File: src/rtl/if_queue_if.sv
// Fetch-queue bus: PC handshake, instruction-memory port and the decode-side head interface.
// The slave modport is the queue itself; the master modport is its environment (PC, ROM, decode).
interface if_queue_if;
    logic [15:0] pc_addr;
    logic        pc_en;
    logic        jump;
    logic [15:0] imem_addr;
    logic [15:0] imem_data;
    logic [15:0] ir_out;
    logic [15:0] ir_pc;
    logic        ir_valid;
    logic        id_ready;
    logic [15:0] fetch_cnt;

    modport slave (
        input  pc_addr, jump, imem_data, id_ready,
        output pc_en, imem_addr, ir_out, ir_pc, ir_valid, fetch_cnt
    );

    modport master (
        output pc_addr, jump, imem_data, id_ready,
        input  pc_en, imem_addr, ir_out, ir_pc, ir_valid, fetch_cnt
    );
endinterface

File: src/rtl/if_queue.sv
// Instruction fetch queue: drives the PC and a synchronous ROM, buffers up to two fetched
// instructions with their addresses, and hands them to decode at one per cycle.
module if_queue (
    input  logic      clk,
    input  logic      rst,
    if_queue_if.slave bus
);
    typedef enum logic {IDLE, RUN} state_t;

    typedef struct packed {
        logic [15:0] instr;
        logic [15:0] pc;
    } entry_t;

    state_t      state, state_nx;
    entry_t      fifo [2];
    logic        rd_ptr, wr_ptr;
    logic [1:0]  count;
    logic        inflight;
    logic [15:0] inflight_pc;
    logic [15:0] fetch_cnt_q;
    logic [2:0]  occupancy;
    logic        ir_valid, pop, push, issue, pc_en;

    // Occupancy counts the ROM read already in flight, so a new fetch never overruns the FIFO.
    assign occupancy = {1'b0, count} + {2'b00, inflight};
    assign ir_valid  = (count != 2'd0) && !bus.jump;
    assign pop       = ir_valid && bus.id_ready;
    assign push      = inflight && !bus.jump;

    always_comb begin
        // NOTE: every signal written here gets a default first, so no path can infer a latch.
        state_nx = state;
        issue    = 1'b0;
        pc_en    = 1'b0;
        case (state)
            IDLE: state_nx = RUN;
            RUN: begin
                issue = !bus.jump && ((occupancy < 3'd2) || pop);
                pc_en = issue || bus.jump;
            end
            default: state_nx = IDLE;
        endcase
    end

    // NOTE: registers use non-blocking assignments so every update sees pre-edge values.
    always_ff @(posedge clk) begin
        if (rst) begin
            state       <= IDLE;
            count       <= 2'd0;
            rd_ptr      <= 1'b0;
            wr_ptr      <= 1'b0;
            inflight    <= 1'b0;
            inflight_pc <= 16'h0000;
            fetch_cnt_q <= 16'h0000;
        end else begin
            state    <= state_nx;
            inflight <= issue;
            if (issue)
                inflight_pc <= bus.pc_addr;

            // A redirect flushes everything fetched down the old path.
            if (state == RUN && bus.jump) begin
                count  <= 2'd0;
                rd_ptr <= 1'b0;
                wr_ptr <= 1'b0;
            end else begin
                if (push)
                    wr_ptr <= ~wr_ptr;
                if (pop)
                    rd_ptr <= ~rd_ptr;
                case ({push, pop})
                    2'b10:   count <= count + 2'd1;
                    2'b01:   count <= count - 2'd1;
                    default: count <= count;
                endcase
            end

            if (pop)
                fetch_cnt_q <= fetch_cnt_q + 16'd1;
        end
    end

    // NOTE: FIFO storage has no reset; count gates every read, so stale entries are never seen.
    always_ff @(posedge clk) begin
        if (push && !rst)
            fifo[wr_ptr] <= '{instr: bus.imem_data, pc: inflight_pc};
    end

    assign bus.imem_addr = bus.pc_addr;
    assign bus.ir_out    = fifo[rd_ptr].instr;
    assign bus.ir_pc     = fifo[rd_ptr].pc;
    assign bus.ir_valid  = ir_valid;
    assign bus.pc_en     = pc_en;
    assign bus.fetch_cnt = fetch_cnt_q;
endmodule
File: src/flat_wrapper.sv
// flat-port wrapper written by rule: the top's interface ports become plain ports
module if_queue_flat 
  (clk, rst, bus_pc_addr, bus_jump, bus_imem_data, bus_id_ready, bus_pc_en, bus_imem_addr, bus_ir_out, bus_ir_pc, bus_ir_valid, bus_fetch_cnt);
  if_queue_if bus_i ();
  input  logic clk;
  input  logic rst;
  input wire logic [$bits(bus_i.pc_addr)-1:0] bus_pc_addr;
  input wire logic [$bits(bus_i.jump)-1:0] bus_jump;
  input wire logic [$bits(bus_i.imem_data)-1:0] bus_imem_data;
  input wire logic [$bits(bus_i.id_ready)-1:0] bus_id_ready;
  output wire logic [$bits(bus_i.pc_en)-1:0] bus_pc_en;
  output wire logic [$bits(bus_i.imem_addr)-1:0] bus_imem_addr;
  output wire logic [$bits(bus_i.ir_out)-1:0] bus_ir_out;
  output wire logic [$bits(bus_i.ir_pc)-1:0] bus_ir_pc;
  output wire logic [$bits(bus_i.ir_valid)-1:0] bus_ir_valid;
  output wire logic [$bits(bus_i.fetch_cnt)-1:0] bus_fetch_cnt;
  assign bus_i.pc_addr = bus_pc_addr;
  assign bus_i.jump = bus_jump;
  assign bus_i.imem_data = bus_imem_data;
  assign bus_i.id_ready = bus_id_ready;
  assign bus_pc_en = bus_i.pc_en;
  assign bus_imem_addr = bus_i.imem_addr;
  assign bus_ir_out = bus_i.ir_out;
  assign bus_ir_pc = bus_i.ir_pc;
  assign bus_ir_valid = bus_i.ir_valid;
  assign bus_fetch_cnt = bus_i.fetch_cnt;
  if_queue u_core (.clk(clk), .rst(rst), .bus(bus_i));
endmodule
File: config.mk
export PLATFORM = sky130hd
export DESIGN_NAME = if_queue_flat
export DESIGN_NICKNAME = d
export VERILOG_FILES = /design/src/rtl/if_queue_if.sv /design/src/rtl/if_queue.sv /design/src/flat_wrapper.sv
export SDC_FILE = /design/constraint.sdc
export NUM_CORES = 1
export LEC_CHECK = 0
export BUFFER_PORTS_ARGS = -buffer_cell sky130_fd_sc_hd__buf_2
export CAP_MARGIN = 0
export CORE_ASPECT_RATIO = 1.25
export CORE_MARGIN = 2
export CORE_UTILIZATION = 44
export DETAILED_ROUTE_END_ITERATION = 8
export PLACE_DENSITY_LB_ADDON = 0.25
export SYNTH_ARGS = -nofsm -noshare
export SYNTH_HDL_FRONTEND = slang
export SYNTH_SLANG_ARGS = --single-unit
File: constraint.sdc
create_clock -name clk -period 3 [get_ports clk]
set_input_delay 0 -clock clk [delete_from_list [all_inputs] [get_ports clk]]
set_output_delay 0 -clock clk [all_outputs]
set_load 0.03 [all_outputs]
==> flow_summary_export.csv, run 1 <==
group,metric,value,unit
floorplanning,die-area,9878,sq um
global_routing,track_usage,0.1470,
yosys,synth_ff_type,"edfxtp_1",
sta,finalSetupViolCount,0,
worst_setup_path,r2r_slack,1.03,ns
detailed_routing,route.detailed.drc,0,
place,gp_congestion,0.7521,
power_and_ir_drop,leakagePower,2.027,nW
floorplanning,rows,38,
detailed_routing,avgViaCountPerCell,4.877,
cells_and_area,final_util,0.5825,
sta,finalClockSkew,0.006467,ns
detailed_routing,routedWlPerCell,13.56,um
clocking,cts_root_buffer,"clkbuf_8",
global_routing,grt.overflow.total,0,
yosys,synth_edf_count,64,
yosys,yosys_warnings,0,
worst_hold_path,hp-start,"bus_id_ready",
sta,hold_violations,0,
sta,maxSlewViolCount,0,
clocking,cts_setup_buffers,0,
worst_hold_path,hold_path.class,"in -> reg",
worst_setup_path,reg2regPathDepth,7,
worst_setup_path,regToRegStartpoint,"u_core.count[0]",
worst_setup_path,cp_data_arrival_time,2.26,ns
sta,tns,0,ns
cells_and_area,multi_input_area,1139,sq um
clocking,clock_sinks,103,
worst_setup_path,start_kind,"flop",
cells_and_area,diodes,0,
clocking,clk_path_buf_depth,2,
global_routing,grt_max_degree,37,
clocking,insertion_delay,0.35,ns
sta,fmax,0.5070,GHz
worst_setup_path,path_class,"reg -> reg",
place,post-place-cells,482,
cells_and_area,finalInstanceArea,5096,sq um
yosys,synth.ff_latch_count,103,
floorplanning,ios,102,
yosys,async_reset_ff_frac,0,
sta,rsz0062_at_grt,"false",
sta,worst_slack,1.028,ns
global_routing,grt_pass1_vias,2529,
yosys,syn-instance-count,285,
power_and_ir_drop,ir_drop,0.2972,mV
power_and_ir_drop,power_density,509.3,nW/um^2
cells_and_area,seqCellArea,2703,sq um
yosys,syn_area,4001,sq um
sta,worstMarginPinSlew,0.7311,ns
place,place_ws,1.037,ns
cells_and_area,area_growth,27.36,%
detailed_routing,dr_total_vias,2585,
yosys,synth_seq_area_share,0.6754,
worst_setup_path,r2r_end,"u_core.count[1]",
detailed_routing,drt_iter0_markers,67,
worst_hold_path,min_to,"u_core.bus.fetch_cnt[1]",
floorplanning,die_h,110.6,um
place,port_buffers,101,
sta,fin_crit,1.972,ns
detailed_routing,postRouteAntennaNets,0,
yosys,yosysUniqueCellTypes,32,
cells_and_area,drive_above_1_share,0.3829,
run,drv_cap,0,
yosys,synth.net_count,323,
place,dp_hpwl,4637,um
sta,hold_slack,0.02262,ns
clocking,htreeDepth,3,
clocking,cts_tree,"yes",
cells_and_area,nFillCells,776,
clocking,cts_buffers,9,
floorplanning,core,8748,sq um
clocking,path_clk_slew,0.10,ns
worst_setup_path,endpoint_kind,"flop",
detailed_routing,wl,7185,um
yosys,syn-mean-instance-area,14.04,sq um
worst_setup_path,cp.required,3.29,ns
worst_setup_path,critPathMaxFanout,12,
place,postPlaceCellArea,4563,sq um
floorplanning,fp.dieW,89.30,um
cells_and_area,nets,443,
cells_and_area,final_cells,530,
sta,period_share,0.6574,
power_and_ir_drop,power,2.596,mW
global_routing,antenna_found_initial,0,
worst_hold_path,min_path_cells,3,
sta,maxSlewHeadroom,0.5126,
run_status,run_status,"finished, final reports clean",
global_routing,grt_pass1_wl,11240,um
detailed_routing,firstDrtPassIters,4,
floorplanning,start_util,0.4574,
==> worst max-delay path, cell delays in order (launching register included) <==
cell and delay (ns):
dfxtp_1 0.36, o21bai_1 0.22, inv_1 0.22, nand2_1 0.21, inv_1 0.06, ha_1 0.31, or3_1 0.38, a21oi_1 0.14
==> sequential cells by signal, summed over array words and instances, names as in the netlist, named ones only <==
| signal | count |
|---|---|
| u_core.fifo | 64 |
| u_core.wr_ptr | 1 |
| u_core.rd_ptr | 1 |
| u_core.state | 1 |
| u_core.inflight_pc | 16 |
| u_core.bus.fetch_cnt | 16 |
| u_core.count | 2 |
| u_core.inflight | 1 |
==> layout make-up <==
class	count	area share
Multi-Input combinational cell	151	0.2234
Inverter	3	0.002210
Tap cell	120	0.02946
Sequential cell	103	0.5303
Clock inverter	7	0.01743
Timing Repair Buffer	137	0.1728
Clock buffer	9	0.02431
==> cells by family after synthesis <==
group                      synth area share
AOI/OAI and AO/OA                   0.02720
xor gates and xnor gates            0.02846
adders and majority gates          0.006253
buffers and inverters               0.04659
DFF                                  0.6754
muxes                                0.1301
and+or+nand+nor                     0.08600
==> worst max path at each step <==
| stage | start | endpoint | slack [ns] | depth (start not counted) |
|---|---|---|---|---|
| 2_1_floorplan | u_core.inflight | u_core.fifo[1][0] | 0.82 | 2 |
| 3_3_place_gp | u_core.count[0] | u_core.count[1] | 1.14 | 7 |
| 3_5_place_dp | u_core.count[0] | u_core.count[1] | 1.04 | 7 |
| 4_1_cts | u_core.count[0] | u_core.count[1] | 1.01 | 7 |
| 5_1_grt | u_core.count[0] | u_core.count[1] | 0.90 | 7 |
| 6_report | u_core.count[0] | u_core.count[1] | 1.03 | 7 |
==> report_power, final <==
part | total [mW] | switching (mW) | internal [mW] | leakage, nW
Sequential | 1.53 | 0.0101 | 1.52 | 0.900
Combinational | 0.179 | 0.0991 | 0.0800 | 1.02
Clock | 0.888 | 0.482 | 0.406 | 0.105
Total | 2.60 | 0.591 | 2.00 | 2.03
==> Yosys cell counts (2+ instances only) <==
library cell	instances	area [sq um]
xor2_1	10	87.58
mux2i_1	16	160.2
nand2_1	8	30.03
buf_2	2	10.01
and3_1	2	12.51
o31ai_1	3	22.52
a21oi_1	9	45.04
buf_4	18	135.1
inv_1	3	11.26
or3_1	4	25.02
dfxtp_1	39	780.8
edfxtp_1	64	1922
and4_1	3	26.28
o21ai_0	5	25.02
xnor2_1	3	26.28
buf_1	3	11.26
mux2_2	32	360.4
nand3_1	6	30.03
or4_1	3	22.52
clkbuf_1	5	18.77
ha_1	2	25.02
nand4_1	6	37.54
nor2_1	30	112.6
==> routing by layer <==
metal	wire length, um	vias to the layer above	share of wire	global-route usage
met2	3923	69	0.55	0.2677
li1	-	1256	-	-
met4	65	0	0.0090	0.05274
met3	354	8	0.049	0.04111
met1	2841	1252	0.40	0.1560
met5	0	-	0	0
==> what timing repair did <==
item | 4_1_cts | 5_1_grt
gates resized for setup | 0 | 0
hold endpoints to repair | 48 | 0
hold buffers | 32 | 0
==> placed cells by master (no fill, tap or decap), drive strengths merged <==
cell,Yosys,final
dfxtp,39,39
o21ai,5,5
nor3,1,1
edfxtp,64,64
dlygate4sd3,0,32
mux2,32,32
and3,2,2
nor3b,1,1
and2,1,1
a21oi,9,9
clkinvlp,0,1
mux2i,16,16
and4,3,3
nand4,6,6
nor2b,1,1
nand3,7,7
or3,4,4
nand2,8,8
ha,2,2
clkbuf,5,9
buf,23,105
or4,3,3
inv,3,6
nor4,1,1
xor2,10,10
o21bai,1,1
o31ai,3,3
nand2b,1,1
bufinv,0,1
xnor2,3,3
clkinv,0,2
o31a,1,1
nor2,30,30
(Power assumes the default switching activity.)
==> run 2: changes to the inputs <==
- clock period: 3 -> 1.96 ns (I/O delays scaled with it)
==> flow_summary_export.csv, run 2 (synthesis gave the netlist of run 1 again) <==
group,metric,value,unit
floorplanning,fp.dieW,89.30,um
power_and_ir_drop,p_sw,0.8396,mW
clocking,cts_tree,"yes",
floorplanning,rows,38,
global_routing,grt_pass1_vias,2589,
sta,fin_crit,1.739,ns
detailed_routing,avgViaCountPerCell,4.842,
run,drv_cap,0,
detailed_routing,wl,7558,um
detailed_routing,drt_iter0_markers,64,
power_and_ir_drop,p_int,3.295,mW
power_and_ir_drop,power_density,805.0,nW/um^2
cells_and_area,layout_commonest_cell,"buf_2",
sta,maxSlewViolCount,0,
cells_and_area,nFillCells,756,
power_and_ir_drop,ir_drop,0.3589,mV
cells_and_area,nets,445,
clocking,path_clk_slew,0.09,ns
run_status,run_status,"finished, final reports clean",
sta,worst_slack,0.2214,ns
cells_and_area,max_flop_register,"u_core.fifo",
worst_setup_path,path_class,"reg -> reg",
worst_hold_path,min_path_cells,4,
detailed_routing,routedWlPerCell,14.21,um
worst_setup_path,cp.required,2.26,ns
power_and_ir_drop,seqPwrFrac,0.566,
cells_and_area,largest_register_ffs,64,
clocking,htreeDepth,3,
detailed_routing,route.detailed.drc,0,
sta,worstMarginPinSlew,0.7535,ns
power_and_ir_drop,pwr-share-clk,0.367,
sta,fmax,0.5752,GHz
sta,tns,0,ns
sta,hold_slack,0.07088,ns
detailed_routing,firstDrtPassIters,4,
place,port_buffers,101,
global_routing,antenna_found_initial,0,
power_and_ir_drop,p_comb_frac,0.067,
detailed_routing,postRouteAntennaNets,0,
place,place_ws,0.2521,ns
worst_setup_path,endpoint_kind,"flop",
global_routing,grt_max_degree,37,
clocking,cts_buffers,9,
cells_and_area,final_cell_mix,"buf_2 (101), edfxtp_1 (64), dfxtp_1 (39), dlygate4sd3_1 (33), mux2_2 (32)",
cells_and_area,diodes,0,
place,gp_congestion,0.7926,
worst_setup_path,cp_data_arrival_time,2.04,ns
global_routing,track_usage,0.1549,
cells_and_area,drive_above_1_share,0.3786,
worst_setup_path,reg2regPathDepth,7,
sta,maxSlewHeadroom,0.4976,
floorplanning,die_h,110.6,um
worst_hold_path,hold_path.class,"in -> reg",
worst_setup_path,start_kind,"flop",
worst_setup_path,critPathMaxFanout,4,
place,dp_hpwl,4718,um
clocking,post_cts_resized,0,
floorplanning,die-area,9878,sq um
floorplanning,start_util,0.4574,
sta,hold_violations,0,
sta,rsz0062_at_grt,"false",
cells_and_area,area_growth,28.36,%
clocking,clock_sinks,103,
floorplanning,core,8748,sq um
power_and_ir_drop,swShare,0.2031,
detailed_routing,dr_total_vias,2576,
clocking,insertion_delay,0.36,ns
floorplanning,ios,102,
sta,finalClockSkew,0.009000,ns
clocking,cts_root_buffer,"clkbuf_8",
clocking,clk_path_buf_depth,2,
sta,period_share,0.8870,
global_routing,grt.overflow.total,0,
power_and_ir_drop,leakagePower,2.049,nW
sta,finalSetupViolCount,0,
global_routing,grt_pass1_wl,11670,um
## run 2: cell types whose count changed in the layout (fill, tap and decap cells not counted), sizes merged
cell | before | now
bufinv | 1 | 3
inv | 6 | 4
buf | 105 | 106
clkbuf | 9 | 10
clkinvlp | 1 | 0
dlygate4sd3 | 32 | 33
## run 2: layer usage
metal / vias to the layer above / part of all wire / global-route usage
met5: - / 0 / 0
met4: 0 / 0.019 / 0.08259
met3: 12 / 0.043 / 0.02840
met2: 69 / 0.53 / 0.2770
met1: 1229 / 0.41 / 0.1658
li1: 1266 / - / -
## run 2: cell type report
class | count | area, sq um | area share
timing repair buffer | 139 | 898.4 | 0.1749
tap | 120 | 150.1 | 0.02923
clock buffer | 10 | 127.6 | 0.02485
inverter | 3 | 11.26 | 0.002192
clock inverter | 6 | 107.6 | 0.02095
sequential | 103 | 2703 | 0.5262
multi-input combinational | 151 | 1139 | 0.2217
## run 2: power by group through the flow
stage                     combinational, mW  clock [mW]  sequential (mW)
final                                 0.278        1.52             2.34
after global routing                  0.300        1.63             2.34
after CTS                             0.281        1.57             2.34
after detailed placement              0.229           0             2.39
after global placement                0.224           0             2.39
after floorplan                       0.164           0             2.39
## run 2: worst paths after layout
kind	slack (ns)	start	end
setup / recovery	0.22	u_core.count[0]	u_core.count[1]
hold / removal	0.07	bus_jump	u_core.count[1]
setup reg to reg	0.22	u_core.count[0]	u_core.count[1]
hold reg to reg	0.46	u_core.inflight_pc[0]	u_core.fifo[1][0]
## run 2: what timing repair did
item                      CTS  global route
hold endpoints to repair   49             0
hold buffers               33             0
setup buffers               0             0
## run 2: through the flow
| stage | utilization | cells | instance area, sq um | total power, mW |
|---|---|---|---|---|
| 4_1_cts | 0.5871 | 532 | 5136 | 4.187 |
| 6_report | 0.5871 | 532 | 5136 | 4.135 |
| 2_1_floorplan | - | 285 | 4024 | 2.550 |
| 5_1_grt | 0.5871 | 532 | 5136 | 4.275 |
| 3_3_place_gp | 0.5225 | 483 | 4571 | 2.612 |
| 3_5_place_dp | 0.5225 | 483 | 4571 | 2.619 |
## run 2: worst max-delay path: stages, from the launching register on
cell and delay [ns]:
dfxtp_1 0.36, o21bai_1 0.20, inv_1 0.08, nand2_1 0.15, inv_1 0.06, ha_1 0.32
or3_1 0.38, a21oi_1 0.14
==> run 3: changes to the inputs <==
- CORE_MARGIN: 2 -> default
- RECOVER_POWER: default -> 25
==> flow_summary_export.csv, run 3 (synthesis gave the netlist of run 1 again) <==
group,metric,value,unit
global_routing,grt_pass1_wl,11340,um
worst_hold_path,hold_path.class,"in -> reg",
global_routing,track_usage,0.1609,
run,drv_cap,1,
sta,maxSlewHeadroom,-0.04729,
clocking,clock_sinks,103,
sta,hold_violations,0,
clocking,cts_root_buffer,"clkbuf_8",
floorplanning,die-area,9482,sq um
cells_and_area,final_cell_mix,"buf_2 (88), edfxtp_1 (64), dfxtp_1 (39), mux2_2 (32), dlygate4sd3_1 (32)",
worst_setup_path,start_kind,"flop",
cells_and_area,diodes,0,
sta,finalClockSkew,0.009531,ns
worst_setup_path,cpMostUsedCell,"inv_1",
power_and_ir_drop,p_sw,0.8864,mW
clocking,path_clk_slew,0.09,ns
worst_setup_path,critical-path-top-delay-family,"simple AND/OR/NAND/NOR gates",
worst_setup_path,path_buf_inv,2,
worst_setup_path,r2r_slack,0.19,ns
cells_and_area,largest_register_ffs,64,
global_routing,grt_pass1_vias,2486,
power_and_ir_drop,p_comb_frac,0.070,
worst_setup_path,path_class,"reg -> reg",
global_routing,antenna_found_initial,0,
power_and_ir_drop,power_density,774.3,nW/um^2
floorplanning,rows,38,
floorplanning,fp.dieW,87.30,um
floorplanning,start_util,0.4574,
cells_and_area,max_flop_register,"u_core.fifo",
sta,worstMarginPinSlew,1.571,ns
global_routing,grt.overflow.total,0,
clocking,insertion_delay,0.35,ns
worst_setup_path,critPathMaxFanout,4,
power_and_ir_drop,power,3.932,mW
sta,fmax,0.5663,GHz
worst_hold_path,hp-start,"bus_id_ready",
clocking,cts_tree,"yes",
run_status,violations,"max-capacitance violations, max-slew violations",
detailed_routing,avgViaCountPerCell,4.836,
power_and_ir_drop,pwr-share-clk,0.335,
place,place_ws,0.1994,ns
cells_and_area,nFillCells,772,
worst_setup_path,regToRegStartpoint,"u_core.count[0]",
power_and_ir_drop,leakagePower,1.989,nW
cells_and_area,layout_commonest_cell,"buf_2",
floorplanning,ios,102,
clocking,clk_path_buf_depth,2,
sta,rsz0062_at_grt,"false",
power_and_ir_drop,ir_drop,0.3708,mV
cells_and_area,final_util,0.5805,
floorplanning,core,8748,sq um
worst_setup_path,endpoint_kind,"flop",
detailed_routing,routedWlPerCell,14.06,um
power_and_ir_drop,swShare,0.2254,
place,gp_congestion,0.8049,
sta,tns,0,ns
detailed_routing,route.detailed.drc,0,
sta,fin_crit,1.766,ns
detailed_routing,firstDrtPassIters,4,
place,post-place-cells,484,
place,dp_hpwl,4660,um
detailed_routing,wl,7479,um
detailed_routing,dr_total_vias,2573,
sta,finalSetupViolCount,0,
place,postPlaceCellArea,4578,sq um
sta,worst_slack,0.1941,ns
worst_setup_path,worst-path-stages,7,
cells_and_area,finalInstanceArea,5079,sq um
place,port_buffers,101,
sta,maxSlewViolCount,35,
worst_setup_path,r2r_end,"u_core.count[1]",
clocking,htreeDepth,3,
worst_setup_path,crit_chain,"o21bai_1 -> inv_1 -> nand2_1 -> inv_1 -> ha_1 -> or3_1 -> a21oi_1",
worst_setup_path,crit_end,"u_core.count[1]",
sta,period_share,0.9010,
detailed_routing,drt_iter0_markers,65,
worst_setup_path,reg2regPathDepth,7,
worst_setup_path,slowest_stage,"or3_1",
cells_and_area,nets,445,
worst_setup_path,startpoint,"u_core.count[0]",
power_and_ir_drop,p_int,3.046,mW
clocking,cts_buffers,9,
detailed_routing,postRouteAntennaNets,0,
sta,hold_slack,0.03563,ns
worst_setup_path,max_stage_delay,0.37,ns
cells_and_area,final_cells,532,
worst_setup_path,cp.required,2.25,ns
cells_and_area,drive_above_1_share,0.3519,
floorplanning,die_h,108.6,um
power_and_ir_drop,seqPwrFrac,0.595,
global_routing,grt_max_degree,35,
worst_setup_path,cp_data_arrival_time,2.05,ns
cells_and_area,area_growth,26.92,%
run_status,run_status,"finished, violations left",
==> run 3: changes by cell type in the layout (fill, tap and decap cells not counted) <==
cell	change
buf_2	-13
dlygate4sd3_1	-1
clkinv_1	-1
inv_6	+2
clkbuf_1	+13
bufinv_16	-2
clkinvlp_4	+2
==> run 3: repair_timing <==
item	4_1_cts	5_1_grt
endpoints found under the hold margin	48	0
resized for setup	0	0
hold buffers	32	0
setup buffers	0	0
==> run 3: routing by layer <==
metal	vias up	share of wire	global-route usage	wire length [um]
li1	1255	-	-	-
met1	1221	0.41	0.1804	3090
met2	79	0.51	0.2868	3833
met3	18	0.051	0.04088	379
met4	0	0.024	0.07026	176
met5	-	0	0	0
==> run 3: cell type report <==
cell class	count	area, sq um	share of cell area
clock buffers	9	123.9	0.02439
flip-flops and latches	103	2703	0.5322
clock inverters	7	76.32	0.01503
well taps	120	150.1	0.02956
inverters	3	11.26	0.002217
repair buffers	139	875.8	0.1725
multi-input cells	151	1139	0.2242
==> run 3: worst min path at each step <==
stage	endpoint	slack, ns	cells after the start
2_1_floorplan	u_core.fifo[0][16]	0.1	0
3_3_place_gp	u_core.fifo[1][29]	0.19	1
3_5_place_dp	u_core.fifo[0][20]	0.19	1
4_1_cts	u_core.bus.fetch_cnt[1]	0.02	3
5_1_grt	u_core.fifo[1][14]	0.03	2
6_report	u_core.bus.fetch_cnt[1]	0.04	3
==> run 3: power groups by stage <==
stage               combinational (mW)  clock [mW]  sequential (mW)
floorplan                        0.164           0             2.39
global placement                 0.227           0             2.39
detailed placement               0.230           0             2.39
CTS                              0.279        1.35             2.34
global route                     0.294        1.45             2.34
finish                           0.274        1.32             2.34
==> run 3: tightest hold or removal path: stages <==
cell and delay, ns:
buf_2 0.17, nand3_1 0.10, a21oi_1 0.06
